File: src/rtl/multdiv_pkg.sv
// ============================================================================
// Module      : multdiv_pkg
// Description : Shared types and constants for the iterative mult/div unit.
// Revision    : 1.0 - initial release
// ============================================================================
`default_nettype none

package multdiv_pkg;

    localparam int DEF_WIDTH = 32;
    localparam int DEF_ITERS = 32;

    // One extra bit so the counter can sit at ITERS for the fix-up cycle.
    localparam int CNT_W = $clog2(DEF_ITERS) + 1;

    localparam logic [31:0] INT_MIN = 32'h8000_0000;
    localparam logic [31:0] ZERO    = 32'h0000_0000;

    typedef enum logic [1:0] {
        IDLE = 2'd0,
        MUL  = 2'd1,
        DIV  = 2'd2,
        DONE = 2'd3
    } state_t;

endpackage : multdiv_pkg

`default_nettype wire

File: src/rtl/multdiv_if.sv
// ============================================================================
// Module      : multdiv_if
// Description : Operand/control/result bundle between execute stage and the
//               iterative mult/div unit.
// Revision    : 1.0 - initial release
// ============================================================================
`default_nettype none

interface multdiv_if
    import multdiv_pkg::*;
#(
    parameter int WIDTH = DEF_WIDTH
);
    logic [WIDTH-1:0] operandA;
    logic [WIDTH-1:0] operandB;
    logic             ctrl_mult;
    logic             ctrl_div;
    logic [WIDTH-1:0] result;
    logic             result_ready;
    logic             exception;
    logic             busy;

    modport master (
        output operandA, operandB, ctrl_mult, ctrl_div,
        input  result, result_ready, exception, busy
    );

    modport slave (
        input  operandA, operandB, ctrl_mult, ctrl_div,
        output result, result_ready, exception, busy
    );
endinterface : multdiv_if

`default_nettype wire

File: src/rtl/multdiv_addsub.sv
// ============================================================================
// Module      : multdiv_addsub
// Description : WIDTH+1-bit adder/subtractor with carry-out. When subtracting,
//               cout_o=1 means no borrow (a_i >= b_i, unsigned).
// Revision    : 1.0 - initial release
// ============================================================================
`default_nettype none

module multdiv_addsub
    import multdiv_pkg::*;
#(
    parameter int WIDTH = DEF_WIDTH
) (
    input  wire logic [WIDTH:0] a_i,
    input  wire logic [WIDTH:0] b_i,
    input  wire logic           sub_i,
    output logic      [WIDTH:0] sum_o,
    output logic                cout_o
);

    logic [WIDTH:0] b_eff;

    assign b_eff = sub_i ? ~b_i : b_i;
    assign {cout_o, sum_o} = {1'b0, a_i} + {1'b0, b_eff}
                           + {{(WIDTH+1){1'b0}}, sub_i};

endmodule : multdiv_addsub

`default_nettype wire

File: src/rtl/multdiv_iter.sv
// ============================================================================
// Module      : multdiv_iter
// Description : Iterative signed multiply / divide, one operand bit per clock.
//               Shift-add multiply and restoring divide on magnitudes, then a
//               sign fix-up cycle. Fixed latency of ITERS+1 edges.
//               Optional: MULTDIV_OVF_EXC_EN adds signed-overflow exceptions.
// Revision    : 1.0 - initial release
// ============================================================================
`default_nettype none

module multdiv_iter
    import multdiv_pkg::*;
#(
    parameter int WIDTH = DEF_WIDTH,
    parameter int ITERS = DEF_ITERS
) (
    input  wire logic clock,
    input  wire logic clear,
    multdiv_if.slave  bus
);

    state_t           state_q, state_d;
    logic [CNT_W-1:0] cnt_q, cnt_d;
    logic [WIDTH-1:0] hi_q, hi_d;       // product high word / remainder
    logic [WIDTH-1:0] lo_q, lo_d;       // multiplier->product low / dividend->quotient
    logic [WIDTH-1:0] opb_q, opb_d;     // multiplicand or divisor magnitude
    logic             neg_q, neg_d;
    logic             zero_q, zero_d;
    logic [WIDTH-1:0] result_q, result_d;
    logic             exc_q, exc_d;
    logic             rdy_q, rdy_d;
    logic             busy_q, busy_d;

    logic [WIDTH:0]   as_a, as_b, as_sum;
    logic             as_sub, as_cout;
    logic             last;
    logic             start_ok;
    logic [WIDTH-1:0] mag_a, mag_b;

    // Counter parked at ITERS marks the sign fix-up cycle.
    assign last     = (cnt_q == CNT_W'(ITERS));
    assign start_ok = bus.ctrl_mult ^ bus.ctrl_div;
    // Unary minus of the most negative value yields its unsigned magnitude.
    assign mag_a    = bus.operandA[WIDTH-1] ? -bus.operandA : bus.operandA;
    assign mag_b    = bus.operandB[WIDTH-1] ? -bus.operandB : bus.operandB;

    multdiv_addsub #(.WIDTH(WIDTH)) u_addsub (
        .a_i    (as_a),
        .b_i    (as_b),
        .sub_i  (as_sub),
        .sum_o  (as_sum),
        .cout_o (as_cout)
    );

    // Steer the shared adder: accumulate, trial-subtract, or final negate.
    always_comb begin
        as_a   = {1'b0, hi_q};
        as_b   = {1'b0, opb_q};
        as_sub = 1'b0;
        if (last) begin
            as_a   = '0;
            as_b   = {1'b0, lo_q};
            as_sub = 1'b1;
        end else if (state_q == DIV) begin
            as_a   = {hi_q, lo_q[WIDTH-1]};
            as_sub = 1'b1;
        end
    end

    // Next-state, datapath update and output registers.
    always_comb begin
        state_d  = state_q;
        cnt_d    = cnt_q;
        hi_d     = hi_q;
        lo_d     = lo_q;
        opb_d    = opb_q;
        neg_d    = neg_q;
        zero_d   = zero_q;
        result_d = result_q;
        exc_d    = exc_q;
        rdy_d    = 1'b0;
        busy_d   = busy_q;

        case (state_q)
            IDLE, DONE: begin
                state_d = IDLE;
                if (start_ok) begin
                    state_d = bus.ctrl_mult ? MUL : DIV;
                    cnt_d   = '0;
                    hi_d    = '0;
                    lo_d    = bus.ctrl_mult ? mag_b : mag_a;
                    opb_d   = bus.ctrl_mult ? mag_a : mag_b;
                    neg_d   = bus.operandA[WIDTH-1] ^ bus.operandB[WIDTH-1];
                    zero_d  = (bus.operandB == '0);
                    busy_d  = 1'b1;
                end
            end
            MUL: begin
                if (!last) begin
                    if (lo_q[0]) begin
                        hi_d = as_sum[WIDTH:1];
                        lo_d = {as_sum[0], lo_q[WIDTH-1:1]};
                    end else begin
                        hi_d = {1'b0, hi_q[WIDTH-1:1]};
                        lo_d = {hi_q[0], lo_q[WIDTH-1:1]};
                    end
                    cnt_d = cnt_q + CNT_W'(1);
                end else begin
                    state_d  = DONE;
                    rdy_d    = 1'b1;
                    busy_d   = 1'b0;
                    result_d = neg_q ? as_sum[WIDTH-1:0] : lo_q;
`ifdef MULTDIV_OVF_EXC_EN
                    exc_d    = (hi_q != '0) ||
                               (lo_q[WIDTH-1] && !(neg_q && lo_q == WIDTH'(INT_MIN)));
`else
                    exc_d    = 1'b0;
`endif
                end
            end
            DIV: begin
                if (!last) begin
                    if (as_cout) begin
                        hi_d = as_sum[WIDTH-1:0];
                    end else begin
                        hi_d = {hi_q[WIDTH-2:0], lo_q[WIDTH-1]};
                    end
                    lo_d  = {lo_q[WIDTH-2:0], as_cout};
                    cnt_d = cnt_q + CNT_W'(1);
                end else begin
                    state_d  = DONE;
                    rdy_d    = 1'b1;
                    busy_d   = 1'b0;
                    if (zero_q) begin
                        result_d = WIDTH'(ZERO);
                    end else begin
                        result_d = neg_q ? as_sum[WIDTH-1:0] : lo_q;
                    end
`ifdef MULTDIV_OVF_EXC_EN
                    exc_d    = zero_q || (!neg_q && lo_q == WIDTH'(INT_MIN));
`else
                    exc_d    = zero_q;
`endif
                end
            end
            default: state_d = IDLE;
        endcase
    end

    // State and datapath registers; clear aborts any operation immediately.
    always_ff @(posedge clock or posedge clear) begin
        if (clear) begin
            state_q  <= IDLE;
            cnt_q    <= '0;
            hi_q     <= '0;
            lo_q     <= '0;
            opb_q    <= '0;
            neg_q    <= 1'b0;
            zero_q   <= 1'b0;
            result_q <= '0;
            exc_q    <= 1'b0;
            rdy_q    <= 1'b0;
            busy_q   <= 1'b0;
        end else begin
            state_q  <= state_d;
            cnt_q    <= cnt_d;
            hi_q     <= hi_d;
            lo_q     <= lo_d;
            opb_q    <= opb_d;
            neg_q    <= neg_d;
            zero_q   <= zero_d;
            result_q <= result_d;
            exc_q    <= exc_d;
            rdy_q    <= rdy_d;
            busy_q   <= busy_d;
        end
    end

    assign bus.result       = result_q;
    assign bus.exception    = exc_q;
    assign bus.result_ready = rdy_q;
    assign bus.busy         = busy_q;

endmodule : multdiv_iter

`default_nettype wire

File: src/flat_wrapper.sv
// flat-port wrapper written by rule: the top's interface ports become plain ports
module multdiv_iter_flat import multdiv_pkg::*;
#(
    parameter int WIDTH = DEF_WIDTH,
    parameter int ITERS = DEF_ITERS
)
  (clock, clear, bus_operandA, bus_operandB, bus_ctrl_mult, bus_ctrl_div, bus_result, bus_result_ready, bus_exception, bus_busy);
  multdiv_if #(.WIDTH(WIDTH)) bus_i ();
  input  wire logic clock;
  input  wire logic clear;
  input wire logic [$bits(bus_i.operandA)-1:0] bus_operandA;
  input wire logic [$bits(bus_i.operandB)-1:0] bus_operandB;
  input wire logic [$bits(bus_i.ctrl_mult)-1:0] bus_ctrl_mult;
  input wire logic [$bits(bus_i.ctrl_div)-1:0] bus_ctrl_div;
  output wire logic [$bits(bus_i.result)-1:0] bus_result;
  output wire logic [$bits(bus_i.result_ready)-1:0] bus_result_ready;
  output wire logic [$bits(bus_i.exception)-1:0] bus_exception;
  output wire logic [$bits(bus_i.busy)-1:0] bus_busy;
  assign bus_i.operandA = bus_operandA;
  assign bus_i.operandB = bus_operandB;
  assign bus_i.ctrl_mult = bus_ctrl_mult;
  assign bus_i.ctrl_div = bus_ctrl_div;
  assign bus_result = bus_i.result;
  assign bus_result_ready = bus_i.result_ready;
  assign bus_exception = bus_i.exception;
  assign bus_busy = bus_i.busy;
  multdiv_iter #(.WIDTH(WIDTH), .ITERS(ITERS)) u_core (.clock(clock), .clear(clear), .bus(bus_i));
endmodule
File: config.mk
export PLATFORM = sky130hd
export DESIGN_NAME = multdiv_iter_flat
export DESIGN_NICKNAME = d
export VERILOG_FILES = /design/src/rtl/multdiv_pkg.sv /design/src/rtl/multdiv_if.sv /design/src/rtl/multdiv_addsub.sv /design/src/rtl/multdiv_iter.sv /design/src/flat_wrapper.sv
export SDC_FILE = /design/constraint.sdc
export NUM_CORES = 1
export LEC_CHECK = 0
export ABC_AREA = 1
export BUFFER_PORTS_ARGS = -buffer_cell sky130_fd_sc_hd__clkbuf_2
export CORE_ASPECT_RATIO = 0.7
export CORE_MARGIN = 1.5
export CORE_UTILIZATION = 30
export CTS_CLUSTER_SIZE = 10
export DETAILED_ROUTE_END_ITERATION = 8
export GPL_ROUTABILITY_DRIVEN = 0
export GPL_TIMING_DRIVEN = 0
export PLACE_DENSITY = 0.47
export SYNTH_ARGS = -nofsm -noshare
export SYNTH_HDL_FRONTEND = slang
export SYNTH_SLANG_ARGS = --single-unit
File: constraint.sdc
create_clock -name clock -period 6.6 [get_ports clock]
set_input_delay 1.32 -clock clock [delete_from_list [all_inputs] [get_ports clock]]
set_output_delay 1.32 -clock clock [all_outputs]
set_load 0.1 [all_outputs]
==> results of run 1 <==
## final cells by class
class | count | area [um2] | share of cell area
Clock buffer | 20 | 447 | 0.0311
Inverter | 234 | 883 | 0.0615
Buffer | 101 | 419 | 0.0292
Antenna cell | 1 | 2.50 | 0.000174
Tap cell | 544 | 681 | 0.0474
Timing Repair Buffer | 101 | 528 | 0.0368
Sequential cell | 141 | 3530 | 0.246
Multi-Input combinational cell | 1465 | 7690 | 0.535
Clock inverter | 12 | 184 | 0.0128
## worst paths after layout
path	startpoint	to
setup / recovery	u_core.cnt_q[0]	u_core.hi_q[29]
hold / removal	u_core.hi_q[31]	u_core.hi_q[31]
setup reg to reg	u_core.cnt_q[0]	u_core.hi_q[29]
hold reg to reg	u_core.hi_q[31]	u_core.hi_q[31]
max in group asynchronous	clear	u_core.opb_q[18]
min in group asynchronous	clear	u_core.state_q[1]
## cells by family after synthesis
family / share of synthesized area
and+or+nand+nor: 0.286
AOI/OAI and AO/OA: 0.242
adders and majority gates: 0.0416
DFF: 0.282
buffers and inverters: 0.104
xor gates and xnor gates: 0.0454
## metrics by stage
stage / TNS, ps / cell area (um2)
final: 0 / 14400
after global routing: 0 / 14400
after CTS: 0 / 14400
after detailed placement: 0 / 13700
after global placement: -87650 / 13700
after floorplan: 0 / 12500
## metal layers
metal	up-vias	global-route usage	routed length (um)
met2	800	0.346	21400
met4	0	0.0457	663
li1	6770	-	-
met3	48	0.0772	7200
met1	6848	0.437	28700
met5	-	0	0
## Yosys cell counts (5+ instances only)
cell	number	area, um2
a21oi_1	111	556
a22oi_1	24	180
a32o_1	6	60.1
buf_1	10	37.5
buf_2	11	55.1
clkbuf_1	76	285
clkinv_1	6	22.5
dfrtp_1	141	3530
ha_1	40	500
inv_1	218	818
inv_2	10	37.5
nand2_1	470	1760
nand2_2	6	37.5
nand3_1	147	736
nand3b_1	10	75.1
nand4_1	11	68.8
nor2_1	152	571
nor3_1	12	60.1
nor3_2	5	50.1
nor4_1	7	43.8
o211ai_1	41	308
o21a_1	6	45.0
o21ai_0	189	946
o21ai_1	37	185
o21bai_1	10	75.1
o22ai_1	73	457
or2_2	6	37.5
xnor2_1	17	149
xor2_1	46	403
## worst register-to-register path, stage by stage (launching register included)
cell	delay [ps]
dfrtp_1	420
inv_1	80
ha_1	150
nand2_1	50
inv_1	100
nand3_4	180
inv_2	170
nor2_1	130
inv_2	160
clkbuf_1	640
clkbuf_1	470
o22ai_1	130
ha_1	410
a21oi_1	210
o21ai_0	220
a21oi_1	190
nand2_1	120
a21oi_1	390
nand3_2	200
inv_2	260
buf_4	290
nand2_1	70
nand3_1	170
nand2_1	80
nand2_1	60
nand2_1	50
## flip-flops by register name, summed over array words and instances (netlist names), 2 cells and up
register,cells
u_core.hi_q,32
u_core.bus.result,32
u_core.cnt_q,6
u_core.opb_q,32
u_core.lo_q,32
u_core.state_q,2
==> impl_metrics.env, run 1 <==
export IMPL_final_hold_viol_count=0
export IMPL_post_route_util=0.350
export IMPL_status="finished clean"
export IMPL_synthFlopType="dfrtp_1"
export IMPL_drt_pass1_iter_count=6
export IMPL_area_delta_synth_final_pct=14.8
export IMPL_timing_critical_path_buf_inv=8
export IMPL_clock_sinks=141
export IMPL_cpMaxStageDelayCell="clkbuf_1"
export IMPL_syn_area_per_cell_um2=6.45
export IMPL_r2r_worst_path_cells=25
export IMPL_syn_num_nets=2050
export IMPL_critPathMaxFanout=10
export IMPL_portBuffers=100
export IMPL_cpPeakStageDelay_ps=630
export IMPL_grt_use_total=0.271
export IMPL_worst_slack_ps=1100
export IMPL_nets=2170
export IMPL_reg2reg_slack_ps=1100
export IMPL_pre_cts_slack_ps=1450
export IMPL_start_util=0.305
export IMPL_nFillCells=4490
export IMPL_hold_path_class="flip-flop to flip-flop"
export IMPL_critPathKind="flip-flop to flip-flop"
export IMPL_cts_tree="yes"
export IMPL_core_mm2=0.0410
export IMPL_path_delay_family="buffers and inverters"
export IMPL_tightest_slew_ps=1160
export IMPL_timing_final_crit_share=0.834
export IMPL_die_w_um=247
export IMPL_synth_cells=1941
export IMPL_yosysWarningCount=0
export IMPL_max_clock_path_buffers=2
export IMPL_startpoint_type="flip-flop"
export IMPL_via_count=14500
export IMPL_cts_buffers=17
export IMPL_critPathRequiredTime_ps=6950
export IMPL_min_period_ps=5500
export IMPL_layout_common_cells="nand2_1 (470), inv_1 (217), o21ai_0 (189)"
export IMPL_synth_cell_area_mm2=0.0125
export IMPL_drt_wl_total_um=58000
export IMPL_die_area_mm2=0.0430
export IMPL_cts_root_buffer_cell="clkbuf_16"
export IMPL_crit_path_end_kind="flip-flop"
export IMPL_final_layout_size_suffix_gt1_frac=0.0916
export IMPL_whs_path_depth=2
export IMPL_ios=103
export IMPL_drtAntennaViolNets=0
export IMPL_synth_distinct_cells=56
export IMPL_rsz0062_at_grt="false"
export IMPL_finalSetupViolCount=0
export IMPL_drv_slew=0
export IMPL_cts_setup_buffers=0
export IMPL_viasPerCell=5.52
export IMPL_cp_depth=25
export IMPL_fmax_mhz=182
export IMPL_synthArstFlopShare=1.00
export IMPL_drtIter0Drc=2103
export IMPL_whs_ps=479
export IMPL_maxCapViolations=0
export IMPL_layout_commonest_cell="nand2_1"
export IMPL_relSlewSlack=0.228
export IMPL_fin_cells=2619
export IMPL_path_clk_slew_ps=70
export IMPL_overflow=0
export IMPL_insertion_delay_ps=460
export IMPL_yosysSeqAreaShare=0.282
export IMPL_rows=62
export IMPL_grt_pass1_wl_um=85200
export IMPL_finClkSkew_ps=9.63
export IMPL_grt_pass1_vias=13200
export IMPL_hold_buffers=0
export IMPL_arrival_ps=5850
export IMPL_post_cts_resized=0
export IMPL_antenna_found_initial=1
export IMPL_grt_max_degree=77
export IMPL_crit_top_cell="nand2_1"
export IMPL_hpwlAfterDp_um=46700
export IMPL_htreeDepth=4
export IMPL_synth_seq_cells=141
export IMPL_dp_cells=2586
export IMPL_routedWlPerCell_um=22.2
export IMPL_die_h_um=174
export IMPL_synth_edf_count=0
export IMPL_drc=0
Power of run 1 is not shown: default switching activity piles up to over one toggle a cycle in this logic, so the estimate is an artifact.
==> inputs of run 2 (changes only) <==
--- a/config.mk
+++ b/config.mk
@@ -14,7 +14,7 @@
 export DETAILED_ROUTE_END_ITERATION = 8
 export GPL_ROUTABILITY_DRIVEN = 0
 export GPL_TIMING_DRIVEN = 0
-export PLACE_DENSITY = 0.47
+export PLACE_DENSITY = 0.48
 export SYNTH_ARGS = -nofsm -noshare
 export SYNTH_HDL_FRONTEND = slang
 export SYNTH_SLANG_ARGS = --single-unit
==> constraint.sdc (replaced) <==
create_clock -name clock -period 4.9 [get_ports clock]
set_input_delay 0.98 -clock clock [delete_from_list [all_inputs] [get_ports clock]]
set_output_delay 0.98 -clock clock [all_outputs]
set_load 0.1 [all_outputs]
==> run 2 against run 1 <==
  * Critical path type unchanged
  * Die area did not move
  * Clock skew rose by 4.3 ps
  * Register-to-register slack got worse by 840 ps
  * Non-clock buffer count did not move
  * Setup slack got worse by 840 ps
  * Wire length fell by 3.3%
  * Count of clock-buffer cells in the layout fell by 2
  * Critical path depth fell by 1
  * Hold slack improved by 3.3 ps
  * First-iteration DRC count fell by 23%
  * Cell area fell by 0.10%
==> impl_metrics.env, run 2 (same netlist as run 1, synthesis figures left out) <==
export IMPL_crit_path_end_kind="flip-flop"
export IMPL_multi_input_area_mm2=0.00772
export IMPL_max_clock_path_buffers=2
export IMPL_viasPerCell=5.45
export IMPL_die_area_mm2=0.0430
export IMPL_grt_pass1_vias=13200
export IMPL_start_util=0.305
export IMPL_fmax_mhz=215
export IMPL_rsz0062_at_grt="true"
export IMPL_min_period_ps=4640
export IMPL_die_h_um=174
export IMPL_layout_common_cells="nand2_1 (470), inv_1 (217), o21ai_0 (186)"
export IMPL_arrival_ps=4940
export IMPL_hpwlAfterDp_um=46100
export IMPL_ios=103
export IMPL_drtIter0Drc=1624
export IMPL_cts_buffers=17
export IMPL_drc=0
export IMPL_nFillCells=4564
export IMPL_via_count=14300
export IMPL_seqCellArea_mm2=0.00353
export IMPL_grt_use_total=0.260
export IMPL_cts_root_buffer_cell="clkbuf_16"
export IMPL_relSlewSlack=0.270
export IMPL_nets=2171
export IMPL_grt_max_degree=75
export IMPL_antenna_found_initial=0
export IMPL_die_w_um=247
export IMPL_rows=62
export IMPL_critPathRequiredTime_ps=5190
export IMPL_clock_sinks=141
export IMPL_cts_tree="yes"
export IMPL_status="finished clean"
export IMPL_startpoint_type="flip-flop"
export IMPL_drtAntennaViolNets=0
export IMPL_tightest_slew_ps=1080
export IMPL_timing_final_crit_share=0.948
export IMPL_maxCapViolations=0
export IMPL_final_hold_viol_count=0
export IMPL_drt_wl_total_um=56100
export IMPL_finClkSkew_ps=13.9
export IMPL_final_setup_tns_ps=0
export IMPL_critPathKind="flip-flop to flip-flop"
export IMPL_final_layout_size_suffix_gt1_frac=0.0988
export IMPL_finalSetupViolCount=0
export IMPL_drt_pass1_iter_count=5
export IMPL_grt_pass1_wl_um=82500
export IMPL_hold_path_class="flip-flop to flip-flop"
export IMPL_post_route_util=0.350
export IMPL_final_cell_area_mm2=0.0143
export IMPL_hold_buffers=0
export IMPL_area_delta_synth_final_pct=14.6
export IMPL_insertion_delay_ps=460
export IMPL_core_mm2=0.0410
export IMPL_reg2reg_slack_ps=260
export IMPL_overflow=0
export IMPL_path_clk_slew_ps=70
export IMPL_whs_ps=482
export IMPL_routedWlPerCell_um=21.4
export IMPL_critPathMaxFanout=11
export IMPL_htreeDepth=4
export IMPL_layout_commonest_cell="nand2_1"
export IMPL_placed_area_mm2=0.0137
export IMPL_drv_slew=0
export IMPL_portBuffers=100
## run 2: cell count changes in the layout (fill, tap and decap cells not counted), sizes merged
cell / previous run / this run
diode: 1 / 2
clkbuf: 196 / 194
clkinvlp: 2 / 7
bufinv: 4 / 1
inv: 231 / 232
## run 2: worst paths after layout
kind | cells past startpoint | endpoint | startpoint
setup / recovery | 24 | u_core.lo_q[0] | u_core.cnt_q[0]
hold / removal | 2 | u_core.hi_q[23] | u_core.hi_q[23]
setup reg to reg | 24 | u_core.lo_q[0] | u_core.cnt_q[0]
hold reg to reg | 2 | u_core.hi_q[23] | u_core.hi_q[23]
max in group asynchronous | 3 | u_core.bus.result[14] | clear
min in group asynchronous | 2 | u_core.bus.result[6] | clear
## run 2: per-stage QoR
| stage | cells | setup slack [ps] |
|---|---|---|
| floorplan | 1941 | 139 |
| global placement | 2585 | -1950 |
| detailed placement | 2586 | -77.5 |
| CTS | 2618 | 33.3 |
| global route | 2619 | -22.4 |
| finish | 2621 | 257 |
## run 2: what timing repair did
| action | 4_1_cts | 5_1_grt |
|---|---|---|
| setup buffers | 0 | 0 |
| pin swaps | 0 | 0 |
| endpoints found under the setup margin | 7 | 47 |
| gates cloned | 0 | 1 |
| gates resized for setup | 2 | 22 |
## run 2: metal layers
layer  wire [um]  GRT usage  share of wire  up-vias
met5           0          0              0        -
met4         787     0.0554          0.014        0
met3        6680     0.0848           0.12       48
met2       20700      0.327           0.37      710
met1       27900      0.415           0.50     6746
li1            -          -              -     6778
## run 2: worst max-delay path, cell delays in order, from the launching register on
cell and delay (ps):
dfrtp_1 410, inv_1 60, ha_1 200, nand2_1 60, inv_1 70, nand3_4 150
inv_2 100, nor2_2 120, clkbuf_4 250, clkinvlp_4 230, clkbuf_2 320, o22ai_1 210
ha_1 320, a21oi_1 220, o21a_1 200, nor2_1 60, nor2_1 280, o21ai_1 120
nand2_1 90, nand3_2 110, inv_2 230, buf_4 260, o22ai_1 90, a21oi_1 180
o21ai_1 110
## run 2: final cells by class
type                       instances  share of cell area
multi-input combinational       1465               0.538
sequential                       141               0.246
inverter                         234              0.0618
tap                              544              0.0474
timing repair buffer             101              0.0368
buffer                           101              0.0301
clock buffer                      18              0.0299
clock inverter                    14             0.00951
timing repair inverter             1            0.000349
antenna                            2            0.000349
Power of run 2 is left out for the same reason.
==> inputs of run 3 (changes only) <==
--- a/config.mk
+++ b/config.mk
@@ -6,15 +6,15 @@
 export NUM_CORES = 1
 export LEC_CHECK = 0
 export ABC_AREA = 1
-export BUFFER_PORTS_ARGS = -buffer_cell sky130_fd_sc_hd__clkbuf_2
 export CORE_ASPECT_RATIO = 0.7
 export CORE_MARGIN = 1.5
 export CORE_UTILIZATION = 30
 export CTS_CLUSTER_SIZE = 10
 export DETAILED_ROUTE_END_ITERATION = 8
+export DONT_BUFFER_PORTS = 1
 export GPL_ROUTABILITY_DRIVEN = 0
 export GPL_TIMING_DRIVEN = 0
-export PLACE_DENSITY = 0.48
+export PLACE_DENSITY = 0.46
 export SYNTH_ARGS = -nofsm -noshare
 export SYNTH_HDL_FRONTEND = slang
 export SYNTH_SLANG_ARGS = --single-unit
==> run 3 against run 2 <==
  * Non-clock buffer count is 97 lower
  * Hold slack barely moved
  * Cell area fell by 2.6%
==> impl_metrics.env, run 3 (same netlist as run 1, synthesis figures left out) <==
export IMPL_routedWlPerCell_um=23.1
export IMPL_rows=62
export IMPL_final_cell_area_mm2=0.0140
export IMPL_area_delta_synth_final_pct=11.6
export IMPL_hold_path_class="flip-flop to flip-flop"
export IMPL_max_clock_path_buffers=2
export IMPL_hpwlAfterDp_um=46900
export IMPL_critPathKind="flip-flop to flip-flop"
export IMPL_maxCapViolations=0
export IMPL_insertion_delay_ps=450
export IMPL_die_w_um=247
export IMPL_path_clk_slew_ps=70
export IMPL_htreeDepth=4
export IMPL_antenna_found_initial=0
export IMPL_status="finished clean"
export IMPL_pre_cts_slack_ps=-168
export IMPL_drv_slew=0
export IMPL_wl_met3_um=7700
export IMPL_worst_slack_ps=183
export IMPL_drtAntennaViolNets=0
export IMPL_whs_ps=482
export IMPL_grt_max_degree=76
export IMPL_critPathRequiredTime_ps=5290
export IMPL_grt_use_total=0.271
export IMPL_crit_path_end_kind="flip-flop"
export IMPL_met1Wirelength_um=27900
export IMPL_portBuffers=0
export IMPL_relSlewSlack=0.288
export IMPL_layout_commonest_cell="nand2_1"
export IMPL_wl_met2_um=21600
export IMPL_grt_pass1_vias=13000
export IMPL_reg2reg_slack_ps=180
export IMPL_critPathMaxFanout=10
export IMPL_final_hold_viol_count=0
export IMPL_cts_root_buffer_cell="clkbuf_16"
export IMPL_cts_tree="yes"
export IMPL_antenna_cells=0
export IMPL_highest_layer="met4"
export IMPL_fmax_mhz=212
export IMPL_overflow=0
export IMPL_core_mm2=0.0410
export IMPL_rr_startpoint="u_core.cnt_q[0]"
export IMPL_timing_final_crit_share=0.963
export IMPL_startpoint_type="flip-flop"
export IMPL_r2r_worst_path_cells=25
export IMPL_start_util=0.305
export IMPL_die_h_um=174
export IMPL_final_layout_size_suffix_gt1_frac=0.0546
export IMPL_drc=0
export IMPL_ios=103
export IMPL_nFillCells=4468
export IMPL_die_area_mm2=0.0430
export IMPL_finalSetupViolCount=0
export IMPL_grt_pass1_wl_um=85000
export IMPL_placed_area_mm2=0.0132
export IMPL_clock_sinks=141
export IMPL_cts_buffers=17
export IMPL_via_count=14200
export IMPL_drt_pass1_iter_count=8
export IMPL_drtIter0Drc=1860
export IMPL_startpoint="u_core.cnt_q[0]"
export IMPL_nets=2073
export IMPL_drt_wl_total_um=58300
export IMPL_finClkSkew_ps=7.21
export IMPL_min_period_ps=4720
export IMPL_r2r_end="u_core.hi_q[29]"
export IMPL_crit_path_end="u_core.hi_q[29]"
export IMPL_layout_common_cells="nand2_1 (470), inv_1 (217), o21ai_0 (189)"
export IMPL_viasPerCell=5.62
export IMPL_tightest_slew_ps=1070
export IMPL_arrival_ps=5100
==> run 3: cell count changes in the layout (fill, tap and decap cells not counted), sizes merged <==
| cell | change |
|---|---|
| clkbuf | -99 |
| bufinv | +5 |
| buf | +4 |
| clkinvlp | -4 |
| clkinv | -2 |
| diode | -2 |
| inv | -2 |
==> run 3: cell type report <==
cell class,count,area (um2),share of cell area
Inverter,234,888,0.0636
Multi-Input combinational cell,1465,7710,0.552
Clock buffer,20,457,0.0327
Timing Repair Buffer,4,50.0,0.00358
Clock inverter,12,230,0.0165
Tap cell,544,681,0.0487
Buffer,101,429,0.0307
Sequential cell,141,3530,0.253
==> run 3: worst min path at each step <==
stage,from,end,slack (ps),depth (start not counted)
after CTS,u_core.hi_q[27],u_core.hi_q[27],480,2
after global placement,u_core.hi_q[27],u_core.hi_q[27],470,2
after global routing,u_core.hi_q[17],u_core.hi_q[17],510,2
final,u_core.hi_q[21],u_core.hi_q[21],480,2
after detailed placement,u_core.hi_q[27],u_core.hi_q[27],460,2
after floorplan,u_core.zero_q,u_core.zero_q,450,2
==> run 3: repair_timing <==
| item | CTS | global route |
|---|---|---|
| buffers inserted | 0 | 3 |
| resized for setup | 1 | 22 |
| endpoints found under the setup margin | 32 | 50 |
| hold endpoints to repair | 0 | 0 |
| hold buffers | 0 | 0 |
==> run 3: worst max-delay path, stage by stage, from the launching register on <==
cell,delay [ps]
dfrtp_1,420
inv_1,70
ha_1,140
nand2_1,40
inv_1,100
nand3_4,180
inv_2,170
nor2_2,90
inv_2,120
buf_2,350
clkbuf_2,330
o22ai_1,110
ha_1,420
nand2_1,140
nor2_1,270
nand2_1,240
nor2_2,250
nand3_2,100
nand3_2,120
clkinv_2,240
buf_4,290
nand2_1,70
nand3_1,120
nand2_1,110
nand2_1,50
nand2_1,70
==> run 3: per-stage QoR <==
| step | setup TNS [ps] | std cells | util |
|---|---|---|---|
| after floorplan | 0 | 1941 | - |
| after global placement | -274790 | 2485 | 0.322 |
| after detailed placement | -2410 | 2486 | 0.322 |
| after CTS | 0 | 2518 | 0.339 |
| after global routing | -46.3 | 2521 | 0.340 |
| final | 0 | 2521 | 0.340 |
==> run 3: routing by layer <==
metal / vias to the layer above / global-route usage
li1: 6564 / -
met1: 6758 / 0.418
met2: 771 / 0.343
met3: 71 / 0.102
met4: 0 / 0.0633
met5: - / 0
Power of run 3 is left out for the same reason.
